===== src/rtl/rng_pkg.sv =====
// rng_pkg: state encodings and default thresholds for the RNG health monitor
package rng_pkg;

    typedef enum logic [1:0] {
        ST_STARTUP = 2'd0,
        ST_RUN     = 2'd1,
        ST_FAIL    = 2'd2
    } rng_state_e;

    localparam int RCT_CUTOFF_DEF = 4;
    localparam int APT_WINDOW_DEF = 512;
    localparam int APT_CUTOFF_DEF = 13;
    localparam int FIFO_DEPTH_DEF = 4;

endpackage


===== src/rtl/rng_byte_fifo.sv =====
// rng_byte_fifo: show-ahead synchronous byte FIFO with flush and occupancy count
module rng_byte_fifo #(
    parameter int DEPTH = 4,
    parameter int W     = 8
) (
    input  logic                     clk,
    input  logic                     rst_n,
    input  logic                     push,
    input  logic                     pop,
    input  logic                     flush,
    input  logic [W-1:0]             din,
    output logic [W-1:0]             dout,
    output logic [$clog2(DEPTH):0]   count,
    output logic                     valid,
    output logic                     full
);

    localparam int AW = $clog2(DEPTH);
    localparam int CW = AW + 1;

    logic [W-1:0]  mem_q [DEPTH];
    logic [AW-1:0] wr_q, rd_q;
    logic [CW-1:0] cnt_q;
    logic          pop_ok, push_ok;

    assign valid   = cnt_q != '0;
    assign full    = cnt_q == CW'(DEPTH);
    assign count   = cnt_q;
    assign pop_ok  = pop && valid;
    assign push_ok = push && !flush && (!full || pop_ok);
    assign dout    = valid ? mem_q[rd_q] : '0;

    // storage array; contents are only observable through valid-gated dout
    always_ff @(posedge clk) begin
        if (push_ok) mem_q[wr_q] <= din;
    end

    // pointers and occupancy; flush empties the buffer in one edge
    always_ff @(posedge clk or negedge rst_n) begin
        if (!rst_n) begin
            wr_q  <= '0;
            rd_q  <= '0;
            cnt_q <= '0;
        end else if (flush) begin
            wr_q  <= '0;
            rd_q  <= '0;
            cnt_q <= '0;
        end else begin
            wr_q  <= push_ok ? wr_q + AW'(1) : wr_q;
            rd_q  <= pop_ok ? rd_q + AW'(1) : rd_q;
            cnt_q <= cnt_q + CW'(push_ok) - CW'(pop_ok);
        end
    end

endmodule


===== src/rtl/rng_health_monitor.sv =====
// rng_health_monitor: RCT/APT continuous health tests gating random bytes into an output FIFO
module rng_health_monitor
    import rng_pkg::*;
#(
    parameter int RCT_CUTOFF = RCT_CUTOFF_DEF,
    parameter int APT_WINDOW = APT_WINDOW_DEF,
    parameter int APT_CUTOFF = APT_CUTOFF_DEF,
    parameter int FIFO_DEPTH = FIFO_DEPTH_DEF
) (
    input  logic                          low_Freq_Clk,
    input  logic                          reset,
    input  logic                          in_Valid,
    input  logic [7:0]                    in_Byte,
    input  logic                          alarm_Clear,
    input  logic                          out_Ready,
    output logic                          out_Valid,
    output logic [7:0]                    out_Byte,
    output logic [$clog2(FIFO_DEPTH):0]   fifo_Count,
    output logic                          health_Ok,
    output logic                          rct_Fail,
    output logic                          apt_Fail,
    output logic                          overflow
);

    localparam int RW = $clog2(RCT_CUTOFF + 1);
    localparam int IW = $clog2(APT_WINDOW);
    localparam int MW = $clog2(APT_CUTOFF + 1);

    rng_state_e    state_q, state_d;
    logic [7:0]    last_q, last_d, ref_q, ref_d;
    logic [RW-1:0] rep_q, rep_d, rep_n;
    logic [MW-1:0] match_q, match_d, match_n;
    logic [IW-1:0] idx_q, idx_d;
    logic          rct_q, rct_d, apt_q, apt_d, ovf_q, ovf_d;
    logic          rct_hit, apt_hit, test, push, pop, flush, full;

    assign pop       = out_Valid && out_Ready;
    assign health_Ok = state_q == ST_RUN;
    assign rct_Fail  = rct_q;
    assign apt_Fail  = apt_q;
    assign overflow  = ovf_q;

    // health tests, state transitions and push/flush decisions for this sample
    always_comb begin
        state_d = state_q;
        last_d  = last_q;
        ref_d   = ref_q;
        rep_d   = rep_q;
        match_d = match_q;
        idx_d   = idx_q;
        rct_d   = rct_q;
        apt_d   = apt_q;
        ovf_d   = ovf_q;
        push    = 1'b0;
        flush   = 1'b0;
        test    = in_Valid && state_q != ST_FAIL;
        rep_n   = (rep_q != '0 && in_Byte == last_q) ? rep_q + RW'(1) : RW'(1);
        match_n = (idx_q == '0) ? MW'(1) : match_q + MW'(in_Byte == ref_q);
        rct_hit = rep_n == RW'(RCT_CUTOFF);
        apt_hit = match_n == MW'(APT_CUTOFF);
        if (alarm_Clear) begin
            state_d = ST_STARTUP;
            rep_d   = '0;
            match_d = '0;
            idx_d   = '0;
            rct_d   = 1'b0;
            apt_d   = 1'b0;
            ovf_d   = 1'b0;
        end else if (test) begin
            last_d  = in_Byte;
            ref_d   = (idx_q == '0) ? in_Byte : ref_q;
            rep_d   = rep_n;
            match_d = match_n;
            idx_d   = idx_q + IW'(1);
            if (rct_hit || apt_hit) begin
                state_d = ST_FAIL;
                rct_d   = rct_q || rct_hit;
                apt_d   = apt_q || apt_hit;
                flush   = 1'b1;
            end else if (state_q == ST_STARTUP) begin
                state_d = (idx_q == IW'(APT_WINDOW - 1)) ? ST_RUN : ST_STARTUP;
            end else if (full && !pop) begin
                ovf_d = 1'b1;
            end else begin
                push = 1'b1;
            end
        end
    end

    // state and health-test registers
    always_ff @(posedge low_Freq_Clk or negedge reset) begin
        if (!reset) begin
            state_q <= ST_STARTUP;
            last_q  <= '0;
            ref_q   <= '0;
            rep_q   <= '0;
            match_q <= '0;
            idx_q   <= '0;
            rct_q   <= 1'b0;
            apt_q   <= 1'b0;
            ovf_q   <= 1'b0;
        end else begin
            state_q <= state_d;
            last_q  <= last_d;
            ref_q   <= ref_d;
            rep_q   <= rep_d;
            match_q <= match_d;
            idx_q   <= idx_d;
            rct_q   <= rct_d;
            apt_q   <= apt_d;
            ovf_q   <= ovf_d;
        end
    end

    rng_byte_fifo #(.DEPTH(FIFO_DEPTH), .W(8)) u_fifo (
        .clk   (low_Freq_Clk),
        .rst_n (reset),
        .push  (push),
        .pop   (pop),
        .flush (flush),
        .din   (in_Byte),
        .dout  (out_Byte),
        .count (fifo_Count),
        .valid (out_Valid),
        .full  (full)
    );

endmodule


===== config.mk =====
export PLATFORM = sky130hd
export DESIGN_NAME = rng_health_monitor
export DESIGN_NICKNAME = d
export VERILOG_FILES = /design/src/rtl/rng_pkg.sv /design/src/rtl/rng_byte_fifo.sv /design/src/rtl/rng_health_monitor.sv
export SDC_FILE = /design/constraint.sdc
export NUM_CORES = 1
export LEC_CHECK = 0
export ABC_AREA = 1
export BUFFER_PORTS_ARGS = -buffer_cell sky130_fd_sc_hd__buf_4
export CAP_MARGIN = 20
export CELL_PAD_IN_SITES_DETAIL_PLACEMENT = 0
export CELL_PAD_IN_SITES_GLOBAL_PLACEMENT = 1
export CORE_ASPECT_RATIO = 1.75
export CORE_MARGIN = 3
export CORE_UTILIZATION = 48
export CTS_BUF_LIST = sky130_fd_sc_hd__clkbuf_4
export CTS_CLUSTER_SIZE = 28
export DETAILED_ROUTE_END_ITERATION = 10
export GPL_ROUTABILITY_DRIVEN = 0
export MAX_ROUTING_LAYER = met4
export PLACE_DENSITY = 0.87
export SLEW_MARGIN = 0
export SYNTH_ARGS = -nofsm -noshare
export SYNTH_HDL_FRONTEND = slang
export SYNTH_SLANG_ARGS = --single-unit

===== constraint.sdc =====
create_clock -name low_Freq_Clk -period 3.31 [get_ports low_Freq_Clk]
set_input_delay 0 -clock low_Freq_Clk [delete_from_list [all_inputs] [get_ports low_Freq_Clk]]
set_output_delay 0 -clock low_Freq_Clk [all_outputs]
set_load 0.005 [all_outputs]

==> results.json, run 1 <==
{
  "status": "finished clean",
  "grt_setup_unrepaired": "false",
  "dpl_cell_area_um2": 4010,
  "grt_antenna_before_repair": 1,
  "drt_pass1_iterations": 4,
  "cts_root_buffer": "clkbuf_4",
  "layout.core_utilization_pct": 57.71,
  "hold_slack_ps": 116.9,
  "relSlewSlack_pct": 40.32,
  "power_frac_seq_pct": 48.9,
  "nets": 462,
  "setup_viol": 0,
  "ys.warnings.count": 0,
  "drt-vias-per-instance": 5.165,
  "grt_overflow": 0,
  "end_kind": "flip-flop",
  "tns_ps": 0,
  "rows": 41,
  "die_h_um": 122.5,
  "synth-seq-cells": 76,
  "cts_tree": "done",
  "finalNonFillerCells": 527,
  "n_fill_cell": 675,
  "routed_wl_mm": 7.258,
  "hp-class": "input pin to asynchronous set/reset pin",
  "worst_slew_pin_slew_ps": 894.3,
  "skew_ps": 16.62,
  "async_flop_share_pct": 57.89,
  "start_kind": "flip-flop",
  "r2r_slack_ps": 560,
  "vias": 2722,
  "dpl.hpwl_mm": 5.344,
  "internal-power_mw": 1.616,
  "placedCellCount": 498,
  "cap_violations": 0,
  "final_cell_area_um2": 4263,
  "grt_max_degree": 45,
  "syn_nets": 417,
  "swShare_pct": 31.72,
  "combPwrFrac_pct": 28.7,
  "path_clk_slew_ps": 120,
  "multi_input_area_um2": 1405,
  "yosysSeqAreaShare_pct": 55.41,
  "ios": 29,
  "synthDistinctLibCells": 32,
  "drt_iter0_markers": 175,
  "powerDensity_nw_per_um2": 555.1,
  "crit_fanout": 4,
  "irDropWorstVdd_mv": 0.3378,
  "clock_latency_ps": 410,
  "initial_utilization_pct": 50.37,
  "wl_per_cell_um": 13.77,
  "grt_pass1_vias": 2645,
  "final.period_utilization_pct": 83.02,
  "crit_arrival_ps": 3080,
  "io_buffers": 28,
  "netlist_area_um2": 3721,
  "slew_violations": 0,
  "die_width_um": 72.56,
  "worstSetupPathType": "flip-flop to flip-flop",
  "cts_sinks": 76,
  "cts_buffers": 9,
  "grt_pass1_wl_mm": 12.25,
  "route.detailed.drc": 0,
  "hold_viol": 0,
  "syn_inst": 390,
  "area_delta_synth_final_pct": 14.56,
  "core_um2": 7387,
  "ant_nets": 0,
  "p_leak_nw": 1.920,
  "p_switching_uw": 750.6,
  "mostFrequentLayoutCell": "nand2_1",
  "power_mw": 2.366,
  "drive_gt1_share_pct": 17.27,
  "htreeDepth": 3,
  "synth_edf_count": 32,
  "regArea_um2": 2062,
  "dp_slack_ps": 577.4,
  "final_cell_mix": "nand2_1, nor2_1, o21ai_0, dfrtp_1, inv_1",
  "syn_avg_cell_area_um2": 9.541,
  "p_clk_share_pct": 22.4,
  "synthFlopType": "dfrtp_1",
  "die-area_um2": 8886,
  "fmax_ghz": 0.3639,
  "track_usage_pct": 18.61,
  "finalCriticalPeriod_ps": 2748,
  "cp.required_ps": 3650,
  "cts_buffer_depth": 2,
  "fin_ws_ps": 562.0
}
cells in the mapped netlist, types with 5 or more instances:
master	number	share of area, %
inv_1	41	4.1
buf_2	5	0.67
nor3_1	7	0.94
edfxtp_1	32	26
o21ai_0	44	5.9
xnor2_1	9	2.1
nand3_1	14	1.9
ha_1	13	4.4
dfrtp_1	44	30
inv_2	9	0.91
a21oi_1	11	1.5
nand4_1	5	0.84
nor2_1	56	5.6
or2_2	5	0.84
nand2_1	63	6.4
routing by layer:
metal  wire length, µm  part of all wire, %  global-route usage (%)  vias up
li1                  -                    -                       -     1371
met1              2799                   39                   19.55     1292
met2              4077                   56                   32.81       47
met3               218                  3.0                   2.951       12
met4               163                  2.2                   9.700        0
met5                 0                    0                       -        -
logic make-up (layout without fill, tap and decap cells):
family	Yosys count	in the layout	share of synthesized area, %
DFF	76	76	55.41
adders and majority gates	14	14	4.909
buffers and inverters	61	111	6.826
other	0	1	0
AOI/OAI and AO/OA	63	63	8.978
xor gates and xnor gates	12	12	2.825
and+or+nand+nor	164	164	21.05
cell type report:
cell class | instances | area share, %
inverters | 50 | 4.403
repair buffers | 45 | 8.629
diodes | 1 | 0.05870
clock buffers | 10 | 1.761
well taps | 86 | 2.524
flip-flops and latches | 76 | 48.37
clock inverters | 6 | 1.291
multi-input cells | 253 | 32.96
power by group through the flow:
stage	Sequential (mW)	Clock (mW)	Combinational, mW
6_report	1.16	0.531	0.678
5_1_grt	1.17	0.591	0.781
4_1_cts	1.16	0.544	0.688
3_5_place_dp	1.18	0	0.674
3_3_place_gp	1.18	0	0.656
2_1_floorplan	1.12	0	0.457
flip-flops by register name, summed over array words and instances (netlist names):
register and cells:
overflow 1, last_q 8, u_fifo.rd_q 2, apt_Fail 1, rep_q 3, state_q 2, ref_q 8, match_q 4
u_fifo.wr_q 2, rct_Fail 1, u_fifo.count 3, idx_q 9, u_fifo.mem_q 32
critical path, stage by stage, from the launching register on:
cell and delay [ps]:
dfrtp_1 410, or2_2 290, nand4_1 100, nor3_1 60
ha_1 210, ha_1 200, xor2_1 180, nand4_4 150
nand3_2 130, nor2_4 130, ha_1 140, inv_1 40
fa_1 370, xor2_1 170, nor2_1 90
final timing paths:
| check | cells after the start | end | startpoint |
|---|---|---|---|
| max reg2reg | 14 | u_fifo.count[2] | ref_q[1] |
| max | 14 | u_fifo.count[2] | ref_q[1] |
| max in group asynchronous | 2 | u_fifo.rd_q[1] | reset |
| min reg2reg | 2 | overflow | overflow |
| min in group low_Freq_Clk | 3 | idx_q[4] | alarm_Clear |
| min | 2 | last_q[1] | reset |
timing repair:
item                      4_1_cts  5_1_grt
hold endpoints to repair      100        0
resized for setup               0        0
setup buffers                   0        0
hold buffers                   12        0
(Power assumes the default switching activity.)
==> run 2, diff against run 1 <==
- clock period: 3.31 -> 2.6 ns (I/O delays scaled with it)
==> run 2 against run 1 <==
Non-clock buffer count grew 6. Total power grew 36%. Core utilization grew 2.1 points. Register-to-register slack lost 510 ps. Count of clock-buffer cells in the layout shrank 1. Sequential power grew 25%. Via count shrank 1.4%.
==> results.json, run 2 (same netlist as run 1, synthesis figures left out) <==
{
  "status": "finished clean",
  "io_buffers": 28,
  "finalCriticalPeriod_ps": 2553,
  "drive_gt1_share_pct": 20.45,
  "die_width_um": 72.56,
  "crit_path_start": "ref_q[7]",
  "rows": 41,
  "cp.required_ps": 2920,
  "mostFrequentLayoutCell": "nand2_1",
  "r2r-start": "ref_q[7]",
  "layout.core_utilization_pct": 59.77,
  "slew_violations": 0,
  "cap_violations": 0,
  "drt_iter0_markers": 122,
  "relSlewSlack_pct": 38.94,
  "cts_buffers": 9,
  "reg2reg_depth": 13,
  "worst_slew_pin_slew_ps": 915.0,
  "power_frac_seq_pct": 45.2,
  "dpl.hpwl_mm": 5.197,
  "crit_arrival_ps": 2870,
  "top_register": "u_fifo.mem_q",
  "initial_utilization_pct": 50.37,
  "hp-class": "input pin to asynchronous set/reset pin",
  "grt_setup_unrepaired": "true",
  "fmax_ghz": 0.3918,
  "clock_latency_ps": 410,
  "finalNonFillerCells": 531,
  "crit_chain": "or2_2 -> nand4_1 -> nor3_2 -> ha_2 -> ha_4 -> xor2_4 -> nand4_4 -> nand3_4 -> nor2_4 -> ha_4 -> inv_2 -> fa_2 -> nor2_1",
  "skew_ps": 12.66,
  "wl_per_cell_um": 13.36,
  "powerDensity_nw_per_um2": 727.6,
  "routed_wl_mm": 7.096,
  "p_clk_share_pct": 26.4,
  "crit_fanout": 3,
  "die-area_um2": 8886,
  "swShare_pct": 29.80,
  "slowest_stage": "fa_2",
  "ios": 29,
  "vias": 2683,
  "grt_pass1_vias": 2659,
  "hold_viol": 0,
  "p_switching_uw": 957.6,
  "ant_nets": 0,
  "final_cell_mix": "nand2_1, nor2_1, o21ai_0, dfrtp_1",
  "cts_tree": "done",
  "start_kind": "flip-flop",
  "core_um2": 7387,
  "grt_max_degree": 45,
  "cts_buffer_depth": 2,
  "path_clk_slew_ps": 120,
  "internal-power_mw": 2.255,
  "crit_top_cell": "ha_4",
  "htreeDepth": 3,
  "top_regs": "u_fifo.mem_q x32, idx_q x9",
  "final.period_utilization_pct": 98.18,
  "irDropWorstVdd_mv": 0.3666,
  "r2r_slack_ps": 50,
  "setup_viol": 0,
  "die_h_um": 122.5,
  "end_kind": "flip-flop",
  "drt-vias-per-instance": 5.053,
  "cts_sinks": 76,
  "grt_pass1_wl_mm": 12.07,
  "placedCellCount": 503,
  "cpPeakStageDelay_ps": 520,
  "nets": 468,
  "area_delta_synth_final_pct": 18.66,
  "combPwrFrac_pct": 28.4,
  "n_fill_cell": 643,
  "grt_overflow": 0,
  "grt_antenna_before_repair": 0,
  "p_leak_nw": 1.965,
  "antenna_cells": 0,
  "cts_root_buffer": "clkbuf_4",
  "drt_pass1_iterations": 4,
  "track_usage_pct": 18.30,
  "worstSetupPathType": "flip-flop to flip-flop",
  "r2r-end": "u_fifo.count[1]",
  "route.detailed.drc": 0,
  "largest_reg_flops": 32
}
run 2: through the flow:
stage	setup TNS [ps]	power (mW)	instance area (µm²)	setup slack, ps	hold WS (ps)
after global placement	-25.42	2.346	4048	-25.42	44.15
final	0	3.213	4415	47.45	108.0
after detailed placement	-137.2	2.375	4048	-81.33	45.77
after CTS	0	3.245	4374	7.818	115.5
after global routing	-191.9	3.455	4415	-104.7	146.0
after floorplan	0	2.009	3721	46.48	-295.6
run 2: worst max-delay path by stage:
stage | endpoint
finish | u_fifo.count[1]
global route | u_fifo.count[2]
CTS | u_fifo.count[1]
detailed placement | u_fifo.count[2]
global placement | u_fifo.count[2]
floorplan | u_fifo.count[2]
run 2: worst max-delay path, delay by kind of cell (launching register included):
| kind | cells | cell delay (ps) |
|---|---|---|
| flops | 1 | 400 |
| xor+xnor | 1 | 160 |
| buf+inv | 1 | 30 |
| fa+ha+maj | 4 | 1040 |
| simple gates | 7 | 830 |
run 2: metal layers:
metal	share of wire, %	vias to the layer above	track usage (%)
met1	38	1260	18.15
met5	0	-	-
met4	2.4	0	9.238
li1	-	1375	-
met3	2.3	13	2.459
met2	58	35	33.82
run 2: layout make-up:
class | count | area [µm²] | area share [%]
Clock buffer | 9 | 67.56 | 1.530
Timing Repair Buffer | 51 | 412.9 | 9.351
Sequential cell | 76 | 2062 | 46.70
Inverter | 50 | 187.7 | 4.251
Tap cell | 86 | 107.6 | 2.437
Multi-Input combinational cell | 253 | 1474 | 33.38
Clock inverter | 6 | 103.9 | 2.352
run 2: timing repair:
action | CTS | global route
setup endpoints to repair | 2 | 2
setup buffers | 0 | 1
hold buffers | 12 | 0
pin swaps | 3 | 11
resized for setup | 7 | 7
hold endpoints to repair | 99 | 0
run 2: power by group through the flow:
stage | logic (mW) | clock network [mW] | registers, mW
CTS | 0.922 | 0.872 | 1.45
floorplan | 0.582 | 0 | 1.43
detailed placement | 0.899 | 0 | 1.48
finish | 0.911 | 0.849 | 1.45
global route | 1.05 | 0.932 | 1.47
global placement | 0.873 | 0 | 1.47
==> run 3, diff against run 2 <==
- PLACE_DENSITY: 0.87 -> 0.88
- SYNTH_HIERARCHICAL: not set -> 1
==> run 3 against run 2 <==
Global-route usage grew 1.2 points. Die area grew 3.1%. Hold slack lost 70 ps. Core utilization grew 2.6 points. Final cell count grew 8.1%. Sequential cell count is the same. Critical endpoint is now u_fifo/count[1]. Count of clock-buffer cells in the layout grew 1. The run now ends with negative setup slack left. Non-clock buffer count grew 16. Sequential power shrank 8%. Clock skew shrank 1.4 ps.
==> results.json, run 3 <==
{
  "cts_tree": "done",
  "worstSetupPathType": "flip-flop to flip-flop",
  "hold-path-endpoint": "ref_q[1]",
  "fmax_ghz": 0.3392,
  "r2r-end": "u_fifo/count[1]",
  "power_frac_seq_pct": 53.1,
  "hp-class": "input pin to flip-flop",
  "grt_pass1_wl_mm": 13.46,
  "dpl.hpwl_mm": 5.528,
  "placedCellCount": 539,
  "syn_nets": 437,
  "combPwrFrac_pct": 11.0,
  "yosysMostFrequentCell": "nand2_1",
  "path_delay_family": "adder cells",
  "final_cell_mix": "nand2_1, buf_4, dfrtp_1, nor2_1, inv_1",
  "skew_ps": 11.27,
  "drt-vias-per-instance": 5.051,
  "syn_avg_cell_area_um2": 9.358,
  "grt_pass1_vias": 2874,
  "start_kind": "flip-flop",
  "slew_violations": 0,
  "internal-power_mw": 1.930,
  "slowest_stage": "fa_2",
  "grt_setup_unrepaired": "true",
  "antenna_cells": 0,
  "grt_antenna_before_repair": 0,
  "cts_buffers": 9,
  "rows": 42,
  "crit_buf_inv": 3,
  "drive_gt1_share_pct": 26.34,
  "grt_max_degree": 45,
  "ys.warnings.count": 6,
  "largest_reg_flops": 32,
  "reg2reg_depth": 19,
  "ant_nets": 0,
  "crit_fanout": 3,
  "final.period_utilization_pct": 113.4,
  "track_usage_pct": 19.54,
  "tns_ps": -7238,
  "io_buffers": 28,
  "netlist_top_cells_count": "nand2_1, nor2_1, dfrtp_1, inv_1, edfxtp_1",
  "clock_latency_ps": 430,
  "final_cell_area_um2": 4788,
  "async_flop_share_pct": 57.89,
  "htreeDepth": 3,
  "end_kind": "flip-flop",
  "vias": 2899,
  "powerDensity_nw_per_um2": 526.7,
  "top_regs": "u_fifo/mem_q x32, idx_q x9",
  "cpPeakStageDelay_ps": 520,
  "relSlewSlack_pct": 56.96,
  "synthFlopType": "dfrtp_1",
  "crit_arrival_ps": 3280,
  "synth_edf_count": 32,
  "min-delay-start": "in_Byte[1]",
  "cp.required_ps": 2940,
  "synth_top_area_share_pct": 28.63,
  "path_clk_slew_ps": 120,
  "finalCriticalPeriod_ps": 2948,
  "r2r_slack_ps": -350,
  "swShare_pct": 23.47,
  "hold_depth": 4,
  "nets": 507,
  "setup_viol": 36,
  "ios": 29,
  "dpl_cell_area_um2": 4330,
  "initial_utilization_pct": 50.13,
  "r2r-start": "ref_q[1]",
  "synthDistinctLibCells": 41,
  "drt_pass1_iterations": 5,
  "die_h_um": 124.4,
  "syn_inst": 411,
  "synthTopCellsByArea": "dfrtp_1, edfxtp_1, nand2_1, nor2_1, inv_1",
  "power_mw": 2.522,
  "mostFrequentLayoutCell": "nand2_1",
  "cap_violations": 0,
  "worst_slew_pin_slew_ps": 645.5,
  "finalNonFillerCells": 574,
  "drt_iter0_markers": 186,
  "yosysSeqAreaShare_pct": 53.61,
  "wl_per_cell_um": 13.55,
  "cts_buffer_depth": 2,
  "area_delta_synth_final_pct": 24.50,
  "cts_sinks": 76,
  "status": "finished with violations",
  "netlist_area_um2": 3846,
  "core_um2": 7672,
  "crit_chain": "or2_4 -> nand4_1 -> nor4_2 -> ha_2 -> ha_4 -> inv_2 -> a21oi_4 -> nor2_4 -> nor2_2 -> nand2_2 -> nor2_2 -> inv_2 -> nor2_4 -> nand3_2 -> o21ai_2 -> ha_4 -> inv_2 -> fa_2 -> nor2_2",
  "die-area_um2": 9165,
  "p_clk_share_pct": 35.9,
  "cts_root_buffer": "clkbuf_4",
  "irDropWorstVdd_mv": 0.3371,
  "die_width_um": 73.67,
  "grt_overflow": 0,
  "fin_ws_ps": -348.5,
  "post-synth-top-area-cell": "dfrtp_1",
  "routed_wl_mm": 7.775,
  "hold_slack_ps": 37.76,
  "p_leak_nw": 2.167,
  "hold_viol": 0,
  "synth-seq-cells": 76,
  "top_register": "u_fifo/mem_q",
  "p_switching_uw": 591.9,
  "route.detailed.drc": 0,
  "violations": "negative setup slack"
}
==> run 3: cell count changes after synthesis, moves of 4 or more <==
| cell | change |
|---|---|
| nand3_1 | +9 |
| nand2_2 | +5 |
| o21ai_0 | -23 |
| nand2_1 | +36 |
| o21ai_1 | +5 |
| nor2_2 | +4 |
| nor2_1 | -11 |
==> run 3: worst max-delay path by stage <==
| stage | slack (ps) | startpoint | depth (start not counted) | to |
|---|---|---|---|---|
| final | -350 | ref_q[1] | 19 | u_fifo/count[1] |
| after global routing | -560 | ref_q[3] | 20 | u_fifo/count[1] |
| after CTS | -400 | ref_q[7] | 21 | u_fifo/count[2] |
| after detailed placement | -430 | ref_q[7] | 19 | u_fifo/count[2] |
| after global placement | -360 | ref_q[6] | 19 | u_fifo/count[2] |
| after floorplan | -170 | ref_q[5] | 19 | u_fifo/count[2] |
==> run 3: routing by layer <==
layer | GRT usage (%) | share of wire (%) | vias up
li1 | - | - | 1479
met1 | 21.30 | 38 | 1369
met2 | 33.53 | 57 | 40
met3 | 4.523 | 2.9 | 11
met4 | 7.364 | 1.7 | 0
met5 | - | 0 | -
==> run 3: what timing repair did <==
| action | in CTS | in global routing |
|---|---|---|
| hold buffers | 12 | 0 |
| resized for setup | 9 | 13 |
| setup endpoints to repair | 37 | 41 |
| setup buffers | 8 | 4 |
| pin swaps | 4 | 4 |
| hold endpoints to repair | 99 | 0 |
==> run 3: kinds of logic (layout without fill, tap and decap cells) <==
group / Yosys count / count (layout) / share of synthesized area, %
muxes: 3 / 3 / 1.171
AOI/OAI and AO/OA: 47 / 47 / 7.027
and+or+nand+nor: 201 / 201 / 23.62
buffers and inverters: 57 / 132 / 6.961
DFF: 76 / 76 / 53.61
adders and majority gates: 13 / 13 / 4.424
xor gates and xnor gates: 14 / 14 / 3.188
==> run 3: power groups by stage <==
stage          registers, mW  clock network [mW]  logic (mW)
2_1_floorplan           1.36                   0       0.162
3_3_place_gp            1.36                   0       0.241
3_5_place_dp            1.36                   0       0.247
4_1_cts                 1.34               0.927       0.275
5_1_grt                 1.35               0.989       0.309
6_report                1.34               0.905       0.278
==> run 3: per-stage QoR <==
stage               utilization, %  worst slack [ps]
finish                       62.41            -348.5
global route                 62.41            -557.7
CTS                          61.84            -395.4
detailed placement           56.44            -434.1
global placement             56.44            -361.1
floorplan                        -            -165.5
==> run 3: final cells by class <==
type | count | area [µm²]
timing repair buffer | 67 | 586.8
inverter | 49 | 188.9
clock inverter | 6 | 112.6
sequential | 76 | 2062
clock buffer | 10 | 75.07
fill | 664 | 2884
tap | 88 | 110.1
multi-input combinational | 278 | 1653
==> run 3: worst register-to-register path, delay by kind of cell (launching register included) <==
| family | cells | cell delay [ps] |
|---|---|---|
| AND/OR/NAND/NOR | 10 | 930 |
| buffers and inverters | 3 | 130 |
| AO/OA/AOI/OAI | 2 | 230 |
| adder cells (fa/ha/maj) | 4 | 1160 |
| flip-flops | 1 | 420 |
